--- src/rtl/rt_clock.sv ---
// Free-running seconds/nanoseconds timebase with fractional trim, PPS period
// measurement and an AXI4-Lite register block.
module rt_clock #(
   parameter int          C_S_AXI_DATA_WIDTH = 32,
   parameter int          C_S_AXI_ADDR_WIDTH = 32,
   parameter logic [31:0] C_BASEADDR         = 32'h0000_0000,
   parameter int          C_CLK_TO_NS_RATIO  = 8
) (
   input  logic                            clk,
   input  logic                            rst,
   output logic [47:0]                     sec,
   output logic [29:0]                     nsec,
   input  logic                            pps,
   input  logic                            pps2,
   input  logic [C_S_AXI_ADDR_WIDTH-1:0]   S_AXI_AWADDR,
   input  logic                            S_AXI_AWVALID,
   output logic                            S_AXI_AWREADY,
   input  logic [C_S_AXI_DATA_WIDTH-1:0]   S_AXI_WDATA,
   input  logic [C_S_AXI_DATA_WIDTH/8-1:0] S_AXI_WSTRB,
   input  logic                            S_AXI_WVALID,
   output logic                            S_AXI_WREADY,
   output logic [1:0]                      S_AXI_BRESP,
   output logic                            S_AXI_BVALID,
   input  logic                            S_AXI_BREADY,
   input  logic [C_S_AXI_ADDR_WIDTH-1:0]   S_AXI_ARADDR,
   input  logic                            S_AXI_ARVALID,
   output logic                            S_AXI_ARREADY,
   output logic [C_S_AXI_DATA_WIDTH-1:0]   S_AXI_RDATA,
   output logic [1:0]                      S_AXI_RRESP,
   output logic                            S_AXI_RVALID,
   input  logic                            S_AXI_RREADY
);

   localparam logic [31:0] RATIO      = 32'(C_CLK_TO_NS_RATIO);
   localparam logic [31:0] NS_PER_SEC = 32'd1_000_000_000;

   logic [47:0] sec_q, sec_d;
   logic [29:0] nsec_q, nsec_d;
   logic [31:0] frac_q, frac_d;
   logic        ctrl_sel_q, ctrl_sel_d, load_q, load_d, ctrl_apply_q, ctrl_apply_d;
   logic [15:0] cfg_hi_q, cfg_hi_d;
   logic [31:0] cfg_lo_q, cfg_lo_d, delta_q, delta_d, snap_q, snap_d;
   logic        sel_act_q, sel_act_d;
   logic        sync1_q, sync1_d, sync2_q, sync2_d, sync3_q, sync3_d;
   logic [31:0] acc_q, acc_d, last_q, last_d;
   logic        awready_q, awready_d, bvalid_q, bvalid_d;
   logic        arready_q, arready_d, rvalid_q, rvalid_d;
   logic [31:0] rdata_q, rdata_d;

   logic [33:0] sum34;
   logic [31:0] inc, nsec_sum, acc_sat, rd_value;
   logic [32:0] acc_sum;
   logic        wr_fire, wr_hit, rd_fire, rd_hit, pps_pin;
   logic [7:0]  wr_off, rd_off;
   logic        unused_wstrb;

   assign unused_wstrb = ^S_AXI_WSTRB;

   // Valid/ready: a channel transfers on the edge where both are high; the
   // slave raises AWREADY/WREADY or ARREADY for exactly one cycle and holds
   // BVALID/RVALID until the master's BREADY/RREADY completes the response.
   assign wr_fire = awready_q && S_AXI_AWVALID && S_AXI_WVALID;
   assign wr_hit  = (S_AXI_AWADDR[31:8] == C_BASEADDR[31:8]);
   assign wr_off  = S_AXI_AWADDR[7:0];
   assign rd_fire = arready_q && S_AXI_ARVALID;
   assign rd_hit  = (S_AXI_ARADDR[31:8] == C_BASEADDR[31:8]);
   assign rd_off  = S_AXI_ARADDR[7:0];

   always_comb begin
      // Fractional trim: the carry/borrow out of the 32-bit fraction nudges inc by +/-1
      sum34    = {2'b00, frac_q} + {{2{delta_q[31]}}, delta_q};
      inc      = RATIO + {{30{sum34[33]}}, sum34[33:32]};
      nsec_sum = {2'b00, nsec_q} + inc;
      acc_sum  = {1'b0, acc_q} + {1'b0, inc};
      acc_sat  = acc_sum[32] ? 32'hFFFF_FFFF : acc_sum[31:0];

      sec_d  = sec_q;
      nsec_d = nsec_q;
      frac_d = frac_q;
      if (load_q) begin
         sec_d  = {cfg_hi_q, cfg_lo_q};
         nsec_d = 30'd0;
         frac_d = 32'd0;
      end else begin
         frac_d = sum34[31:0];
         if (nsec_sum >= NS_PER_SEC) begin
            nsec_d = 30'(nsec_sum - NS_PER_SEC);
            sec_d  = sec_q + 48'd1;
         end else begin
            nsec_d = nsec_sum[29:0];
         end
      end

      pps_pin   = sel_act_q ? pps2 : pps;
      sync1_d   = pps_pin;
      sync2_d   = sync1_q;
      sync3_d   = sync2_q;
      acc_d     = acc_sat;
      last_d    = last_q;
      sel_act_d = ctrl_apply_q ? ctrl_sel_q : sel_act_q;
      if (ctrl_apply_q && (ctrl_sel_q != sel_act_q)) begin
         sync1_d = 1'b0;
         sync2_d = 1'b0;
         sync3_d = 1'b0;
         acc_d   = 32'd0;
      end else if (sync2_q && !sync3_q) begin
         last_d = acc_sat;
         acc_d  = 32'd0;
      end

      ctrl_sel_d   = ctrl_sel_q;
      load_d       = 1'b0;
      ctrl_apply_d = 1'b0;
      cfg_hi_d     = cfg_hi_q;
      cfg_lo_d     = cfg_lo_q;
      delta_d      = delta_q;
      if (wr_fire && wr_hit) begin
         case (wr_off)
            8'h00: begin
               ctrl_sel_d   = S_AXI_WDATA[1];
               load_d       = S_AXI_WDATA[0];
               ctrl_apply_d = 1'b1;
            end
            8'h08:   cfg_hi_d = S_AXI_WDATA[15:0];
            8'h0C:   cfg_lo_d = S_AXI_WDATA;
            8'h20:   delta_d  = S_AXI_WDATA;
            default: ;
         endcase
      end

      rd_value = 32'd0;
      if (rd_hit) begin
         case (rd_off)
            8'h00:   rd_value = {30'd0, ctrl_sel_q, 1'b0};
            8'h08:   rd_value = {16'd0, cfg_hi_q};
            8'h0C:   rd_value = cfg_lo_q;
            8'h10:   rd_value = {16'd0, sec_q[47:32]};
            8'h14:   rd_value = snap_q;
            8'h18:   rd_value = {2'b00, nsec_q};
            8'h1C:   rd_value = last_q;
            8'h20:   rd_value = delta_q;
            default: rd_value = 32'd0;
         endcase
      end
      snap_d = snap_q;
      if (rd_fire && rd_hit && (rd_off == 8'h10)) snap_d = sec_q[31:0];

      awready_d = S_AXI_AWVALID && S_AXI_WVALID && !awready_q && !bvalid_q;
      bvalid_d  = bvalid_q;
      if (wr_fire)                        bvalid_d = 1'b1;
      else if (bvalid_q && S_AXI_BREADY)  bvalid_d = 1'b0;
      arready_d = S_AXI_ARVALID && !rvalid_q && !arready_q;
      rvalid_d  = rvalid_q;
      rdata_d   = rdata_q;
      if (rd_fire) begin
         rvalid_d = 1'b1;
         rdata_d  = rd_value;
      end else if (rvalid_q && S_AXI_RREADY) begin
         rvalid_d = 1'b0;
      end
   end

   always_ff @(posedge clk) begin
      if (rst) begin
         sec_q        <= 48'd0;
         nsec_q       <= 30'd0;
         frac_q       <= 32'd0;
         ctrl_sel_q   <= 1'b0;
         load_q       <= 1'b0;
         ctrl_apply_q <= 1'b0;
         cfg_hi_q     <= 16'd0;
         cfg_lo_q     <= 32'd0;
         delta_q      <= 32'd0;
         snap_q       <= 32'd0;
         sel_act_q    <= 1'b0;
         sync1_q      <= 1'b0;
         sync2_q      <= 1'b0;
         sync3_q      <= 1'b0;
         acc_q        <= 32'd0;
         last_q       <= 32'd0;
         awready_q    <= 1'b0;
         bvalid_q     <= 1'b0;
         arready_q    <= 1'b0;
         rvalid_q     <= 1'b0;
         rdata_q      <= 32'd0;
      end else begin
         sec_q        <= sec_d;
         nsec_q       <= nsec_d;
         frac_q       <= frac_d;
         ctrl_sel_q   <= ctrl_sel_d;
         load_q       <= load_d;
         ctrl_apply_q <= ctrl_apply_d;
         cfg_hi_q     <= cfg_hi_d;
         cfg_lo_q     <= cfg_lo_d;
         delta_q      <= delta_d;
         snap_q       <= snap_d;
         sel_act_q    <= sel_act_d;
         sync1_q      <= sync1_d;
         sync2_q      <= sync2_d;
         sync3_q      <= sync3_d;
         acc_q        <= acc_d;
         last_q       <= last_d;
         awready_q    <= awready_d;
         bvalid_q     <= bvalid_d;
         arready_q    <= arready_d;
         rvalid_q     <= rvalid_d;
         rdata_q      <= rdata_d;
      end
   end

   assign sec           = sec_q;
   assign nsec          = nsec_q;
   assign S_AXI_AWREADY = awready_q;
   assign S_AXI_WREADY  = awready_q;
   assign S_AXI_BRESP   = 2'b00;
   assign S_AXI_BVALID  = bvalid_q;
   assign S_AXI_ARREADY = arready_q;
   assign S_AXI_RDATA   = rdata_q;
   assign S_AXI_RRESP   = 2'b00;
   assign S_AXI_RVALID  = rvalid_q;

endmodule

--- config.mk ---
export PLATFORM = sky130hd
export DESIGN_NAME = rt_clock
export DESIGN_NICKNAME = d
export VERILOG_FILES = /design/src/rtl/rt_clock.sv
export SDC_FILE = /design/constraint.sdc
export NUM_CORES = 1
export LEC_CHECK = 0
export CAP_MARGIN = 20
export CORE_UTILIZATION = 42
export CTS_CLUSTER_SIZE = 30
export DETAILED_ROUTE_END_ITERATION = 7
export SYNTH_ARGS = -nofsm -noshare
export SYNTH_HDL_FRONTEND = slang
export SYNTH_SLANG_ARGS = --single-unit
--- constraint.sdc ---
create_clock -name clk -period 8.1 [get_ports clk]
set_input_delay 1.215 -clock clk [delete_from_list [all_inputs] [get_ports clk]]
set_output_delay 1.215 -clock clk [all_outputs]
set_load 0.01 [all_outputs]
==> results_dict.tcl, run 1 <==
set metrics [dict create \
    routedWlPerCell_um 22.0 \
    max-cap-violations 0 \
    final_common_cell "dfxtp_1" \
    worst_path_max_delay_cell "o22a_1" \
    fin_setup_tns_ns 0 \
    clk_pin_slew_ns 0.06 \
    firstDrtPassIters 8 \
    instances_no_fill 2759 \
    syn_area_um2 17000 \
    finalPower_mw 3.68 \
    hold_violations 0 \
    nNetsFinal 2359 \
    fmax_mhz 139 \
    grt_use_total_pct 29.0 \
    antenna_left 0 \
    cts_tree "yes" \
    finalCoreUtilization_pct 52.6 \
    overflow 0 \
    rows 73 \
    io_pins 228 \
    synth_cell_types 75 \
    n_antenna_cell 0 \
    drive_gt1_share_pct 6.54 \
    min_period_ns 7.19 \
    powerDensity_nw_per_um2 176 \
    cts_sinks 329 \
    grt_pass1_vias 15700 \
    synthToLayoutAreaGrowth_pct 23.5 \
    cts_made_buffers 39 \
    grt_max_degree 87 \
    power.internal_mw 2.87 \
    worstSetupEndpointType "flip-flop" \
    cts-root-buf "clkbuf_16" \
    p_comb_share_pct 4.1 \
    leakagePower_nw 7.19 \
    slowest_delay_ns 0.55 \
    switching_power_mw 0.818 \
    cts_resized 0 \
    cts.path.max_buffers 3 \
    cts_max_level 2 \
    maxSlewHeadroom_pct 27.4 \
    irDropWorstVdd_uv 129 \
    yosysWarningCount 0 \
    clock_latency_ns 0.55 \
    hp-class "flip-flop to flip-flop" \
    vias_per_cell 5.97 \
    criticalPathCategory "flip-flop to flip-flop" \
    worst_pin_slew_ns 1.09 \
    worstPathMaxFanout 65 \
    avgSynthCellArea_um2 8.25 \
    start_kind "flip-flop" \
    cp.arrival_ns 7.62 \
    synth_edf_count 0 \
    die_y_um 203 \
    seqCellArea_um2 6590 \
    start_util_pct 42.6 \
    synth_seq_area_share_pct 38.8 \
    finalSetupViolations 0 \
    fp.coreArea_um2 39800 \
    post-route-period-util_pct 88.7 \
    rsz0062_at_grt "false" \
    cp.required_ns 8.54 \
    grt_antenna_before_repair 1 \
    gp_congestion 0.904 \
    drt_iter0_drc 1476 \
    syn_inst 2057 \
    nFillCells 3867 \
    drc 0 \
    hpwlAfterDp_um 43700 \
    async_flop_share_pct 0 \
    wirelength_um 60800 \
    layout_common_cells "dfxtp_1, nor2_1, nand2_1" \
    multi_input_area_um2 9640 \
    pwr-share-seq_pct 44.5 \
    synth_ff_type "dfxtp_1" \
    portBuffers 219 \
    grt_pass1_wl_um 91900 \
    clock_power_share_pct 51.4 \
    status "complete, no violations" \
    finalMaxSlewViolations 0 \
    die_w_um 203 \
    ys_ff_latch 329 \
    post-place-cells 2686 \
    fin_worst_skew_ns 0.0136 \
    post_dp_cell_area_um2 19500 \
    r2r_slack_ns 0.91 \
    cts_setup_buffers 0 \
    swShare_pct 22.2 \
    die_area_um2 41200 \
    final_cell_area_um2 21000 \
    vias 16500 \
    holdBufCountCts 0 \
]
[power groups by stage]
stage | clock network [mW] | logic [mW] | registers (mW)
floorplan | 0 | 0.0584 | 1.67
global placement | 0 | 0.147 | 1.67
detailed placement | 0 | 0.150 | 1.67
CTS | 1.92 | 0.151 | 1.64
global route | 2.00 | 0.161 | 1.64
finish | 1.89 | 0.152 | 1.64
[layer usage]
layer | vias up | track usage (%) | share of wire [%]
met5 | - | 0 | 0.018
met1 | 7935 | 36.2 | 41
met3 | 131 | 4.82 | 6.6
met2 | 611 | 49.3 | 48
met4 | 2 | 11.9 | 4.4
li1 | 7806 | - | -
[critical path, delay by kind of cell, from the launching register on]
| family | cells | cell delay [ns] |
|---|---|---|
| xor+xnor | 2 | 0.66 |
| flops | 1 | 0.32 |
| fa+ha+maj | 4 | 1.39 |
| simple gates | 5 | 0.96 |
| compound gates | 10 | 2.83 |
| buf+inv | 5 | 0.80 |
[sequential cells by signal, summed over array words and instances, names as in the netlist, 16 cells and up]
| signal | count |
|---|---|
| acc_q | 32 |
| snap_q | 32 |
| cfg_hi_q | 16 |
| sec | 48 |
| delta_q | 32 |
| nsec | 30 |
| S_AXI_RDATA | 32 |
| cfg_lo_q | 32 |
| frac_q | 32 |
| last_q | 32 |
[logic make-up (layout without fill, tap and decap cells)]
| family | Yosys count | count (layout) | synth area share [%] |
|---|---|---|---|
| xor+xnor | 75 | 75 | 3.87 |
| other cells | 1 | 4 | 0.0221 |
| simple gates | 841 | 841 | 23.9 |
| mux | 57 | 57 | 3.39 |
| compound gates | 506 | 506 | 21.6 |
| fa+ha+maj | 46 | 46 | 3.53 |
| buf+inv | 202 | 376 | 4.89 |
| flops | 329 | 329 | 38.8 |
[worst paths after layout]
check	cells past startpoint	startpoint	to
worst max-delay path	26	delta_q[0]	sec[30]
worst min-delay path	1	sync1_q	sync2_q
worst max register to register	26	delta_q[0]	sec[30]
worst min register to register	1	sync1_q	sync2_q
[synthesized netlist by cell type (all sizes together), types with 29 or more instances]
cell type  count  area (µm²)
nor3          38         195
and3          29         181
nand2        225         845
nor2         284        1070
mux2i         56         561
nor4          39         244
o21ai         32         160
clkbuf       120         450
a222oi        30         300
a21oi        161         806
a22oi         50         375
nand3         56         280
inv           57         214
ha            43         538
a311oi        30         263
a2111oi       31         435
xnor2         44         385
dfxtp        329        6590
nand4         31         200
xor2          31         272
a211oi        39         293
[per-stage QoR]
| step | setup WS, ns | hold WS (ns) |
|---|---|---|
| 6_report | 0.913 | 0.434 |
| 5_1_grt | 0.376 | 0.463 |
| 4_1_cts | 0.957 | 0.444 |
| 3_5_place_dp | 1.00 | 0.426 |
| 3_3_place_gp | 1.11 | 0.426 |
| 2_1_floorplan | 2.17 | 0.406 |
[final cells by class]
type / instances / share of cell area (%)
Multi-Input combinational cell: 1529 / 46.0
Sequential cell: 329 / 31.5
Clock inverter: 17 / 1.13
Tap cell: 525 / 3.13
Clock buffer: 54 / 5.42
Timing Repair Buffer: 248 / 11.9
Inverter: 57 / 1.02
(Power assumes the default switching activity.)
==> run 2, diff against run 1 <==
CTS_CLUSTER_DIAMETER = 30   (was not set)
SLEW_MARGIN = 20   (was not set)
==> run 2 against run 1 <==
Die area stayed put; clock power is 89% higher; global-route usage is 0.43 points higher; critical path type unchanged.
==> results_dict.tcl, run 2 (synthesis gave the netlist of run 1 again) <==
set metrics [dict create \
    io_pins 228 \
    start_kind "flip-flop" \
    worst_pin_slew_ns 1.12 \
    criticalPathCategory "flip-flop to flip-flop" \
    cts_tree "yes" \
    setup_ws_ns 0.893 \
    cts_setup_buffers 0 \
    r2r-end "sec[35]" \
    grt_use_total_pct 29.4 \
    pwr-share-seq_pct 30.6 \
    n_antenna_cell 0 \
    p_comb_share_pct 2.8 \
    hold_start "sync1_q" \
    start_util_pct 42.6 \
    cts.path.max_buffers 3 \
    hold_violations 0 \
    layout_common_cells "dfxtp_1, nor2_1, nand2_1" \
    cts_max_level 3 \
    gp_congestion 0.904 \
    finalMaxSlewViolations 0 \
    maxSlewHeadroom_pct 25.6 \
    vias 16800 \
    final_common_cell "dfxtp_1" \
    rr_worst_depth 26 \
    min_to "sync2_q" \
    post-place-cells 2686 \
    grt_pass1_vias 16100 \
    antenna_left 0 \
    cp.arrival_ns 7.67 \
    whs_ns 0.437 \
    wirelength_um 61800 \
    firstDrtPassIters 8 \
    drc 0 \
    clk_pin_slew_ns 0.04 \
    fmax_mhz 139 \
    drt_iter0_drc 1430 \
    nNetsFinal 2401 \
    die_w_um 203 \
    hpwlAfterDp_um 43600 \
    grt_antenna_before_repair 0 \
    fin_setup_tns_ns 0 \
    fp.coreArea_um2 39800 \
    worstSetupEndpointType "flip-flop" \
    vias_per_cell 5.91 \
    cts_resized 0 \
    swShare_pct 20.9 \
    power.internal_mw 4.25 \
    hp-class "flip-flop to flip-flop" \
    cts-root-buf "clkbuf_16" \
    cts_made_buffers 82 \
    grt_pass1_wl_um 93200 \
    finalCoreUtilization_pct 56.8 \
    irDropWorstVdd_uv 137 \
    cp.required_ns 8.57 \
    fin_worst_skew_ns 0.0209 \
    die_area_um2 41200 \
    dpl_worst_slack_ns 1.02 \
    clock_power_share_pct 66.6 \
    post-route-period-util_pct 89.0 \
    rsz0062_at_grt "false" \
    instances_no_fill 2840 \
    clock_latency_ns 0.60 \
    worst_path_max_delay_cell "o22a_1" \
    cts_sinks 329 \
    finalSetupViolations 0 \
    routedWlPerCell_um 21.8 \
    grt_max_degree 87 \
    overflow 0 \
    min_period_ns 7.21 \
    synthToLayoutAreaGrowth_pct 33.3 \
    portBuffers 219 \
    slowest_delay_ns 0.57 \
    rows 73 \
    reg2reg_from "delta_q[0]" \
    switching_power_mw 1.13 \
    holdBufCountCts 0 \
    status "complete, no violations" \
    powerDensity_nw_per_um2 238 \
    r2r_slack_ns 0.89 \
    drive_gt1_share_pct 9.76 \
    min_path_cells 1 \
    worstPathMaxFanout 65 \
    max-cap-violations 0 \
    leakagePower_nw 7.97 \
    die_y_um 203 \
    largest_reg_flops 48 \
]
-- run 2: critical path: cells and delay by family (launching register included) --
| kind | cells | cell delay (ns) |
|---|---|---|
| XOR/XNOR | 2 | 0.65 |
| flip-flops | 1 | 0.32 |
| AND/OR/NAND/NOR | 5 | 0.97 |
| AO/OA/AOI/OAI | 10 | 2.87 |
| buffers and inverters | 5 | 0.79 |
| adder cells (fa/ha/maj) | 4 | 1.42 |
-- run 2: stage by stage --
stage,area (µm²),total power [mW]
6_report,22600,5.38
5_1_grt,22600,5.51
4_1_cts,22600,5.41
3_5_place_dp,19500,1.82
3_3_place_gp,19500,1.82
2_1_floorplan,17000,1.73
-- run 2: how the worst max path moves through the flow --
| stage | startpoint | end | slack (ns) |
|---|---|---|---|
| finish | delta_q[0] | sec[35] | 0.89 |
| global route | delta_q[0] | sec[19] | 0.42 |
| CTS | delta_q[0] | sec[35] | 0.96 |
| detailed placement | delta_q[0] | sec[35] | 1.02 |
| global placement | delta_q[0] | sec[27] | 1.11 |
| floorplan | delta_q[0] | sec[17] | 2.17 |
-- run 2: area by class of cell --
type / instances / area [µm²]
Inverter: 57 / 214
Fill cell: 3717 / 17200
Multi-Input combinational cell: 1529 / 9640
Sequential cell: 329 / 6590
Tap cell: 525 / 657
Clock inverter: 48 / 746
Timing Repair Buffer: 247 / 2450
Clock buffer: 105 / 2310
-- run 2: per-layer routing --
layer  vias to the layer above  GRT usage (%)  routed length, µm  part of all wire, %
li1                       7935              -                  -                    -
met1                      8068           36.0              25700                   42
met2                       637           49.3              29200                   47
met3                       148           5.20               3960                  6.4
met4                         0           15.1               2860                  4.6
met5                         -              0                  0                    0
-- run 2: power groups by stage --
stage / Sequential, mW / Combinational, mW / Clock (mW)
global route: 1.64 / 0.160 / 3.71
finish: 1.65 / 0.152 / 3.58
detailed placement: 1.67 / 0.150 / 0
floorplan: 1.67 / 0.0584 / 0
global placement: 1.67 / 0.147 / 0
CTS: 1.65 / 0.150 / 3.62
==> run 3, diff against run 2 <==
--- a/config.mk
+++ b/config.mk
@@ -8,3 +8,3 @@
 export CAP_MARGIN = 20
-export CORE_UTILIZATION = 42
+export CORE_UTILIZATION = 45
 export CTS_CLUSTER_DIAMETER = 30
@@ -12,2 +12,4 @@
 export DETAILED_ROUTE_END_ITERATION = 7
+export GPL_TIMING_DRIVEN = 1
+export PLACE_DENSITY = 0.67
 export SLEW_MARGIN = 20
--- a/constraint.sdc
+++ b/constraint.sdc
@@ -3,2 +3,2 @@
 set_output_delay 1.215 -clock clk [all_outputs]
-set_load 0.01 [all_outputs]
+set_load 0.05 [all_outputs]
==> run 3 against run 2 <==
The run now ends with DRC left; hold slack got worse by 0.0028 ns; register-to-register slack got worse by 0.14 ns; maximum frequency decreased by 1.9%; critical endpoint is now sec[21].
==> results_dict.tcl, run 3 (synthesis gave the netlist of run 1 again) <==
set metrics [dict create \
    status "finished, violations left" \
    violations "DRC" \
    rows 70 \
    leakagePower_nw 7.84 \
    powerDensity_nw_per_um2 227 \
    die_area_um2 38500 \
    cp.arrival_ns 7.79 \
    start_util_pct 46.0 \
    cts_made_buffers 80 \
    cp.required_ns 8.55 \
    portBuffers 219 \
    clk_pin_slew_ns 0.05 \
    clock_latency_ns 0.60 \
    pwr-share-seq_pct 32.6 \
    overflow 0 \
    irDropWorstVdd_uv 151 \
    power.internal_mw 3.88 \
    wirelength_um 60800 \
    n_antenna_cell 0 \
    p_comb_share_pct 3.2 \
    grt_pass1_wl_um 92900 \
    reg2reg_from "delta_q[0]" \
    finalMaxSlewViolations 0 \
    drt_iter0_drc 1646 \
    fmax_mhz 136 \
    antenna_left 0 \
    grt_pass1_vias 16300 \
    hpwlAfterDp_um 42500 \
    min_path_cells 1 \
    min_period_ns 7.34 \
    r2r-end "sec[21]" \
    min_to "sync2_q" \
    maxSlewHeadroom_pct 25.3 \
    routedWlPerCell_um 21.6 \
    finalSetupViolations 0 \
    fin_worst_skew_ns 0.0290 \
    nNetsFinal 2400 \
    firstDrtPassIters 8 \
    grt_antenna_before_repair 0 \
    grt_max_degree 86 \
    layout_common_cells "dfxtp_1, nor2_1, nand2_1" \
    rr_worst_depth 25 \
    post-route-period-util_pct 90.7 \
    cts-root-buf "clkbuf_16" \
    clock_power_share_pct 64.3 \
    worstPathMaxFanout 27 \
    gp_congestion 0.911 \
    hp-class "flip-flop to flip-flop" \
    cts_max_level 3 \
    die_y_um 196 \
    hold_start "sync1_q" \
    nFillCells 3259 \
    io_pins 228 \
    die_w_um 196 \
    start_kind "flip-flop" \
    synthToLayoutAreaGrowth_pct 31.1 \
    rsz0062_at_grt "false" \
    instances_no_fill 2811 \
    post_dp_cell_area_um2 19500 \
    fin_setup_tns_ns 0 \
    post-place-cells 2667 \
    cts_tree "yes" \
    hold_violations 0 \
    final_cell_area_um2 22200 \
    switching_power_mw 1.17 \
    fp.coreArea_um2 36900 \
    largest_reg_flops 48 \
    worstSetupEndpointType "flip-flop" \
    criticalPathCategory "flip-flop to flip-flop" \
    vias 17100 \
    cts_sinks 329 \
    vias_per_cell 6.07 \
    drc 4 \
    r2r_slack_ns 0.76 \
    drive_gt1_share_pct 9.54 \
    final_common_cell "dfxtp_1" \
    swShare_pct 23.1 \
    max-cap-violations 0 \
    cts.path.max_buffers 3 \
    grt_use_total_pct 31.3 \
    whs_ns 0.435 \
    worst_pin_slew_ns 1.12 \
]
run 3: cell types whose count changed in the layout (fill, tap and decap cells not counted), moves of 2 or more:
| cell | change |
|---|---|
| clkinvlp_4 | -4 |
| buf_4 | +3 |
| inv_8 | +2 |
| inv_6 | +12 |
| clkbuf_1 | -2 |
| clkinv_8 | -2 |
| bufinv_16 | -8 |
| clkinv_4 | +5 |
| clkbuf_8 | -6 |
| clkinv_2 | -2 |
| clkbuf_16 | -4 |
run 3: per-layer routing:
metal | track usage (%) | wire, µm
met1 | 38.1 | 24300
met2 | 50.6 | 28000
met3 | 6.14 | 5010
met4 | 19.8 | 3540
met5 | 0 | 0
run 3: per-stage QoR:
stage | setup WS [ns] | power (mW) | utilization, %
final | 0.757 | 5.04 | 60.3
after global placement | 0.824 | 1.83 | 52.9
after floorplan | 2.16 | 1.74 | -
after CTS | 0.585 | 5.06 | 60.3
after global routing | 0.126 | 5.17 | 60.3
after detailed placement | 0.605 | 1.83 | 52.9
run 3: worst max-delay path by stage:
stage	to	cells past startpoint	startpoint	slack (ns)
final	sec[21]	25	delta_q[0]	0.76
after global routing	sec[21]	25	delta_q[0]	0.13
after CTS	sec[21]	25	delta_q[0]	0.58
after detailed placement	sec[21]	25	delta_q[0]	0.60
after global placement	sec[30]	25	delta_q[0]	0.82
after floorplan	sec[16]	25	delta_q[0]	2.16
run 3: critical path: stages, from the launching register on:
cell and delay, ns:
dfxtp_1 0.32, ha_1 0.21, fa_1 0.44, a211oi_1 0.28, o21ai_0 0.18, nor3b_1 0.20, o21ai_0 0.30, a21oi_1 0.19
o41ai_2 0.55, inv_1 0.15, a31oi_1 0.23, xnor2_1 0.18, ha_1 0.34, inv_1 0.09, fa_1 0.38, nor2b_1 0.23
o22a_1 0.57, a21oi_1 0.17, o32ai_1 0.43, nand3_1 0.23, a21oi_1 0.18, buf_4 0.18, o21a_2 0.42, buf_12 0.24
nor4b_1 0.07, a2111oi_1 0.42
run 3: final cells by class:
type,count,area [µm²],area share (%)
sequential,329,6590,29.6
timing repair buffer,248,2440,11.0
clock buffer,93,2120,9.54
tap,504,631,2.84
multi-input combinational,1529,9630,43.3
inverter,57,214,0.962
clock inverter,51,604,2.72
run 3: power by group through the flow:
| stage | logic, mW | registers, mW | clock network (mW) |
|---|---|---|---|
| 2_1_floorplan | 0.0623 | 1.68 | 0 |
| 3_3_place_gp | 0.156 | 1.67 | 0 |
| 3_5_place_dp | 0.157 | 1.67 | 0 |
| 4_1_cts | 0.158 | 1.64 | 3.26 |
| 5_1_grt | 0.168 | 1.64 | 3.36 |
| 6_report | 0.159 | 1.64 | 3.24 |
run 3: repair_timing:
item / 4_1_cts / 5_1_grt
hold buffers: 0 / 0
resized for setup: 0 / 1
endpoints found under the setup margin: 0 / 6
setup buffers: 0 / 0
